**src/rtl/m68k_bus_target.sv**
```systemverilog
// 68000 bus responder: forwards selected cycles to a req/ack backend, answers IACK with
// VPA (autovector) and terminates unclaimed cycles with BERR after a timeout.
module m68k_bus_target #(
   parameter int unsigned WAIT_STATES  = 2,
   parameter int unsigned BERR_TIMEOUT = 64
) (
   input  logic        clk,
   input  logic        reset_n,
   input  logic        as_n,
   input  logic        rw_n,
   input  logic        uds_n,
   input  logic        lds_n,
   input  logic [2:0]  fc,
   input  logic [22:0] addr,
   input  logic        cs,
   input  logic [15:0] din,
   output logic [15:0] dout,
   output logic        dout_oe,
   output logic        dtack_n,
   output logic        vpa_n,
   output logic        berr,
   output logic        mem_req,
   output logic        mem_we,
   output logic [1:0]  mem_be,
   output logic [22:0] mem_addr,
   output logic [15:0] mem_wdata,
   input  logic [15:0] mem_rdata,
   input  logic        mem_ack
);

   typedef enum logic [2:0] {
      S_IDLE,
      S_STROBE,
      S_REQ,
      S_WAIT,
      S_HOLD,
      S_UNSEL,
      S_BERRH
   } state_t;

   localparam logic [7:0] C_WAIT = 8'(WAIT_STATES);
   localparam logic [7:0] C_TMO  = 8'(BERR_TIMEOUT);

   state_t      r_state, w_state_nxt;
   logic        r_as_d;
   logic [7:0]  r_cnt, w_cnt_nxt;
   logic        r_abort, w_abort_nxt;
   logic        r_dtack_n, w_dtack_n_nxt;
   logic        r_vpa_n, w_vpa_n_nxt;
   logic        r_berr, w_berr_nxt;
   logic        r_mem_req, w_mem_req_nxt;
   logic        r_mem_we, w_mem_we_nxt;
   logic [1:0]  r_mem_be, w_mem_be_nxt;
   logic [22:0] r_mem_addr, w_mem_addr_nxt;
   logic [15:0] r_mem_wdata, w_mem_wdata_nxt;
   logic [15:0] r_dout, w_dout_nxt;
   logic        r_dout_oe, w_dout_oe_nxt;

   logic        w_start;
   logic        w_strobe;
   logic [7:0]  w_cnt_inc;

   assign w_start   = ~as_n & r_as_d;
   assign w_strobe  = ~(uds_n & lds_n);
   assign w_cnt_inc = r_cnt + 8'd1;

   always_comb begin
      // NOTE: every next value defaults to its register so no path through the case infers a latch.
      w_state_nxt     = r_state;
      w_cnt_nxt       = r_cnt;
      w_abort_nxt     = r_abort;
      w_dtack_n_nxt   = r_dtack_n;
      w_vpa_n_nxt     = r_vpa_n;
      w_berr_nxt      = r_berr;
      w_mem_req_nxt   = r_mem_req;
      w_mem_we_nxt    = r_mem_we;
      w_mem_be_nxt    = r_mem_be;
      w_mem_addr_nxt  = r_mem_addr;
      w_mem_wdata_nxt = r_mem_wdata;
      w_dout_nxt      = r_dout;
      w_dout_oe_nxt   = r_dout_oe;

      unique case (r_state)
         S_IDLE: begin
            if (w_start) begin
               if (fc == 3'b111) begin
                  w_vpa_n_nxt = 1'b0;
                  w_state_nxt = S_HOLD;
               end else if (cs) begin
                  w_state_nxt = S_STROBE;
               end else begin
                  w_cnt_nxt   = 8'd0;
                  w_state_nxt = S_UNSEL;
               end
            end
         end
         S_STROBE: begin
            // Writes present their strobes late, so the backend access waits for them.
            if (as_n) begin
               w_state_nxt = S_IDLE;
            end else if (w_strobe) begin
               w_mem_addr_nxt  = addr;
               w_mem_we_nxt    = ~rw_n;
               w_mem_be_nxt    = ~{uds_n, lds_n};
               w_mem_wdata_nxt = din;
               w_mem_req_nxt   = 1'b1;
               w_abort_nxt     = 1'b0;
               w_state_nxt     = S_REQ;
            end
         end
         S_REQ: begin
            if (as_n) w_abort_nxt = 1'b1;
            if (mem_ack) begin
               w_mem_req_nxt = 1'b0;
               if (!r_mem_we) w_dout_nxt = mem_rdata;
               if (r_abort || as_n) begin
                  w_state_nxt = S_IDLE;
               end else if (C_WAIT == 8'd0) begin
                  w_dtack_n_nxt = 1'b0;
                  w_dout_oe_nxt = ~r_mem_we;
                  w_state_nxt   = S_HOLD;
               end else begin
                  w_cnt_nxt   = C_WAIT;
                  w_state_nxt = S_WAIT;
               end
            end
         end
         S_WAIT: begin
            if (as_n) begin
               w_state_nxt = S_IDLE;
            end else if (r_cnt == 8'd1) begin
               w_dtack_n_nxt = 1'b0;
               w_dout_oe_nxt = ~r_mem_we;
               w_state_nxt   = S_HOLD;
            end else begin
               w_cnt_nxt = r_cnt - 8'd1;
            end
         end
         S_HOLD: begin
            if (as_n) begin
               w_dtack_n_nxt = 1'b1;
               w_vpa_n_nxt   = 1'b1;
               w_dout_oe_nxt = 1'b0;
               w_state_nxt   = S_IDLE;
            end
         end
         S_UNSEL: begin
            if (as_n) begin
               w_state_nxt = S_IDLE;
            end else begin
               w_cnt_nxt = w_cnt_inc;
               if (w_cnt_inc == C_TMO) begin
                  w_berr_nxt  = 1'b1;
                  w_state_nxt = S_BERRH;
               end
            end
         end
         S_BERRH: begin
            if (as_n) begin
               w_berr_nxt  = 1'b0;
               w_state_nxt = S_IDLE;
            end
         end
         default: w_state_nxt = S_IDLE;
      endcase
   end

   // NOTE: state is updated with non-blocking assignments so all registers see pre-edge values.
   always_ff @(posedge clk or negedge reset_n) begin
      if (!reset_n) begin
         r_state     <= S_IDLE;
         r_as_d      <= 1'b1;
         r_cnt       <= 8'd0;
         r_abort     <= 1'b0;
         r_dtack_n   <= 1'b1;
         r_vpa_n     <= 1'b1;
         r_berr      <= 1'b0;
         r_mem_req   <= 1'b0;
         r_mem_we    <= 1'b0;
         r_mem_be    <= 2'b00;
         r_mem_addr  <= 23'd0;
         r_mem_wdata <= 16'd0;
         r_dout      <= 16'd0;
         r_dout_oe   <= 1'b0;
      end else begin
         r_state     <= w_state_nxt;
         r_as_d      <= as_n;
         r_cnt       <= w_cnt_nxt;
         r_abort     <= w_abort_nxt;
         r_dtack_n   <= w_dtack_n_nxt;
         r_vpa_n     <= w_vpa_n_nxt;
         r_berr      <= w_berr_nxt;
         r_mem_req   <= w_mem_req_nxt;
         r_mem_we    <= w_mem_we_nxt;
         r_mem_be    <= w_mem_be_nxt;
         r_mem_addr  <= w_mem_addr_nxt;
         r_mem_wdata <= w_mem_wdata_nxt;
         r_dout      <= w_dout_nxt;
         r_dout_oe   <= w_dout_oe_nxt;
      end
   end

   assign dout      = r_dout;
   assign dout_oe   = r_dout_oe;
   assign dtack_n   = r_dtack_n;
   assign vpa_n     = r_vpa_n;
   assign berr      = r_berr;
   assign mem_req   = r_mem_req;
   assign mem_we    = r_mem_we;
   assign mem_be    = r_mem_be;
   assign mem_addr  = r_mem_addr;
   assign mem_wdata = r_mem_wdata;

endmodule

```
**config.mk**
```make
export PLATFORM = sky130hd
export DESIGN_NAME = m68k_bus_target
export DESIGN_NICKNAME = d
export VERILOG_FILES = /design/src/rtl/m68k_bus_target.sv
export SDC_FILE = /design/constraint.sdc
export NUM_CORES = 1
export LEC_CHECK = 0
export BUFFER_PORTS_ARGS = -buffer_cell sky130_fd_sc_hd__buf_2
export CORE_ASPECT_RATIO = 0.8
export CORE_MARGIN = 2
export CORE_UTILIZATION = 47
export DETAILED_ROUTE_END_ITERATION = 12
export HOLD_SLACK_MARGIN = 0.1
export PLACE_DENSITY = 0.76
export SYNTH_ARGS = -nofsm -noshare
export SYNTH_HDL_FRONTEND = slang
export SYNTH_SLANG_ARGS = --single-unit
export TNS_END_PERCENT = 20
```
**constraint.sdc**
```tcl
create_clock -name clk -period 2.55 [get_ports clk]
set_clock_uncertainty 0.15 [all_clocks]
set_input_delay 0.255 -clock clk [delete_from_list [all_inputs] [get_ports clk]]
set_output_delay 0.255 -clock clk [all_outputs]
set_load 0.01 [all_outputs]
```
==> impl_metrics.sql <==
INSERT INTO impl_metrics (metric_group, metric, value, unit) VALUES
('worst_hold_path', 'hold_depth', '4', ''),
('global_routing', 'grt_pass1_wl', '16000', 'um'),
('status', 'status', 'completed', ''),
('worst_setup_path', 'timing.critical_path.required', '2.63', 'ns'),
('synthesis', 'synth_sequential_area_ratio', '51.4', '%'),
('detailed_routing', 'routed_via_density', '5.33', ''),
('power', 'clkPwrFrac', '15.9', '%'),
('worst_setup_path', 'cell_by_cell_trace_of_the_critical_path', 'nand2_1 > or3b_1 > nor2_4 > mux2_2', ''),
('cts', 'cts-root-to-sink-buffers', '2', ''),
('worst_setup_path', 'endpoint_kind', 'flip-flop', ''),
('synthesis', 'synthesis.area_per_instance', '12.7', 'um2'),
('detailed_routing', 'drt.antenna.violating_nets', '0', ''),
('synthesis', 'flip_flop_and_latch_count_after_synthesis', '76', ''),
('worst_setup_path', 'path_depth', '4', ''),
('cts', 'cts_max_level', '3', ''),
('global_routing', 'antenna_found_initial', '1', ''),
('floorplanning', 'die_area', '8620', 'um2'),
('worst_setup_path', 'reg2reg_depth', '4', ''),
('global_routing', 'first_global_vias', '3202', ''),
('detailed_routing', 'post-route-drc-count', '0', ''),
('final_layout', 'share_of_cells_above_drive_strength_1', '44.2', '%'),
('place', 'detailedPlacementHpwl', '6010', 'um'),
('floorplanning', 'width_of_the_die', '103', 'um'),
('synthesis', 'synth_top_flop_cell', 'sky130_fd_sc_hd__dfrtp_1', ''),
('power', 'power.share.sequential', '38.6', '%'),
('synthesis', 'ys_top_cells_by_count', 'sky130_fd_sc_hd__dfrtp_1 (73), sky130_fd_sc_hd__mux2_4 (36), sky130_fd_sc_hd__mux2_2 (19)', ''),
('floorplanning', 'row_count', '28', ''),
('final_layout', 'nets', '549', ''),
('synthesis', 'yosys.area.top_type', 'sky130_fd_sc_hd__dfrtp_1', ''),
('sta', 'hold_viol_final', '0', ''),
('worst_setup_path', 'cp_data_arrival_time', '2.40', 'ns'),
('synthesis', 'synth_area', '3710', 'um2'),
('synthesis', 'synth-edff-count', '0', ''),
('synthesis', 'syn_warnings', '0', ''),
('sta', 'fin_tns_setup', '0', 'ns'),
('worst_setup_path', 'worst-path-buf-inv', '0', ''),
('place', 'place.port_buffers', '128', ''),
('cts', 'tritoncts.num_buffers', '9', ''),
('synthesis', 'synth_most_common_cell', 'sky130_fd_sc_hd__dfrtp_1', ''),
('synthesis', 'netlist_top_cells_area', 'sky130_fd_sc_hd__dfrtp_1 (49%), sky130_fd_sc_hd__mux2_4 (15%), sky130_fd_sc_hd__mux2_2 (5.8%)', ''),
('sta', 'worst_pin_slew', '0.954', 'ns'),
('power', 'switchingPower', '2150', 'uW'),
('cts', 'tritoncts', 'done', ''),
('floorplanning', 'start_util', '49.2', '%'),
('synthesis', 'postSynthCellCount', '291', ''),
('sta', 'rsz0062_at_grt', 'no', ''),
('worst_hold_path', 'min_path_type', 'in -> reg', ''),
('job', 'drv_cap', '0', ''),
('sta', 'final-setup-viol-count', '0', ''),
('synthesis', 'mappedNetlistNets', '361', ''),
('cts', 'clk_root_buffer_cell', 'sky130_fd_sc_hd__clkbuf_8', ''),
('detailed_routing', 'postRouteWirelength', '10100', 'um'),
('power', 'max-vdd-ir-drop', '0.000566', 'V'),
('power', 'power_report.internal_total', '3620', 'uW'),
('final_layout', 'fin_cells', '590', ''),
('detailed_routing', 'dr.first_iter.drc_count', '138', ''),
('worst_setup_path', 'criticalPathCategory', 'reg -> reg', ''),
('worst_setup_path', 'critPathMaxFanout', '16', ''),
('place', 'placedCellCount', '512', ''),
('cts', 'clk_pin_slew', '0.09', 'ns'),
('worst_setup_path', 'critical_path.top_delay_family', 'simple AND/OR/NAND/NOR gates', ''),
('synthesis', 'synth_top_area_share', '49.3', '%'),
('sta', 'slew_headroom', '36.4', '%'),
('sta', 'maximum_operating_frequency', '431', 'MHz'),
('place', 'gp_congestion', '0.845', ''),
('cts', 'post-cts-setup-buffer-count', '0', ''),
('synthesis', 'number_of_distinct_standard_cells_referenced_by_the_synthesized_netlist', '57', ''),
('cts', 'cts_repair_resize_count', '0', ''),
('detailed_routing', 'drtPass1Iterations', '5', ''),
('worst_setup_path', 'cp_slowest_cell', 'sky130_fd_sc_hd__dfrtp_1', ''),
('synthesis', 'postSynth.asyncResetShare', '100', '%');
worst min-delay path: cells and delay by family:
kind,cells,cell delay [ns]
buf+inv,1,0.12
simple gates,3,0.37
power by group through the flow:
stage / Combinational (uW) / Clock [uW] / Sequential (uW)
floorplan: 1490 / 0 / 2340
global placement: 2440 / 0 / 2180
detailed placement: 2500 / 0 / 2220
CTS: 2590 / 939 / 2200
global route: 2850 / 996 / 2310
finish: 2630 / 919 / 2230
kinds of logic after synthesis:
kind of cell    synth area share [%]
flops                           51.4
simple gates                    10.7
compound gates                  11.6
mux                             20.6
buf+inv                         3.88
fa+ha+maj                       1.35
xor+xnor                       0.473
worst paths after layout:
kind	slack, ns	startpoint	endpoint
worst min-delay path	0.28	mem_ack	mem_req$_DFFE_PN0P_
worst max register to register	0.23	r_state[1]$_DFFE_PN0P_	dout[1]$_DFFE_PN0P_
worst min register to register	0.36	mem_addr[10]$_DFFE_PN0P_	mem_addr[10]$_DFFE_PN0P_
min in group asynchronous	0.46	reset_n	r_cnt[6]$_DFFE_PN0P_
worst max-delay path	0.23	r_state[1]$_DFFE_PN0P_	dout[1]$_DFFE_PN0P_
max in group asynchronous	1.19	reset_n	r_cnt[0]$_DFFE_PN0P_
state kept, by name (all words and copies together) (netlist names), 2 cells and up:
register,flops
mem_be,2
dout,16
r_cnt,8
mem_addr,23
r_state,3
mem_wdata,16
stage by stage:
step	hold WS [ns]	area, um2	total power (uW)
after CTS	0.263	5230	5730
after global placement	0.319	4420	4620
after global routing	0.308	5230	6150
after floorplan	-0.191	3710	3830
final	0.284	5230	5770
after detailed placement	0.322	4420	4710
cell usage in the layout, fill, tap and decap left out, types with 3 or more instances in the layout:
cell and instances:
sky130_fd_sc_hd__mux2_4 36, sky130_fd_sc_hd__a31oi_1 6, sky130_fd_sc_hd__dlygate4sd3_1 61, sky130_fd_sc_hd__nand2_1 13, sky130_fd_sc_hd__buf_2 127, sky130_fd_sc_hd__nand3b_1 3
sky130_fd_sc_hd__nor3_1 5, sky130_fd_sc_hd__nor2b_1 3, sky130_fd_sc_hd__o21ai_0 12, sky130_fd_sc_hd__buf_4 7, sky130_fd_sc_hd__inv_1 5, sky130_fd_sc_hd__clkbuf_8 9
sky130_fd_sc_hd__dfstp_2 3, sky130_fd_sc_hd__nor2_1 8, sky130_fd_sc_hd__ha_1 4, sky130_fd_sc_hd__a21oi_1 17, sky130_fd_sc_hd__nor4_1 4, sky130_fd_sc_hd__mux2_2 19
sky130_fd_sc_hd__dfrtp_1 73, sky130_fd_sc_hd__o31ai_1 4, sky130_fd_sc_hd__nand3_1 5
layout make-up:
class                           count  area [um2]
Antenna cell                        1        2.50
Fill cell                         527        2300
Timing Repair Buffer              196        1320
Multi-Input combinational cell    191        1660
Inverter                            5        18.8
Tap cell                          105         131
Sequential cell                    76        1910
Clock inverter                      6        65.1
Clock buffer                       10         128
per-layer routing:
layer,global-route usage (%),share of wire (%)
met1,29.8,42
met2,40.6,51
met3,5.13,5.6
met4,8.61,2.3
met5,0,0
timing repair:
action                                  in CTS  in global routing
hold endpoints to repair                   132                  0
hold buffers                                61                  0
endpoints found under the setup margin       0                  0
(Power assumes the default switching activity.)
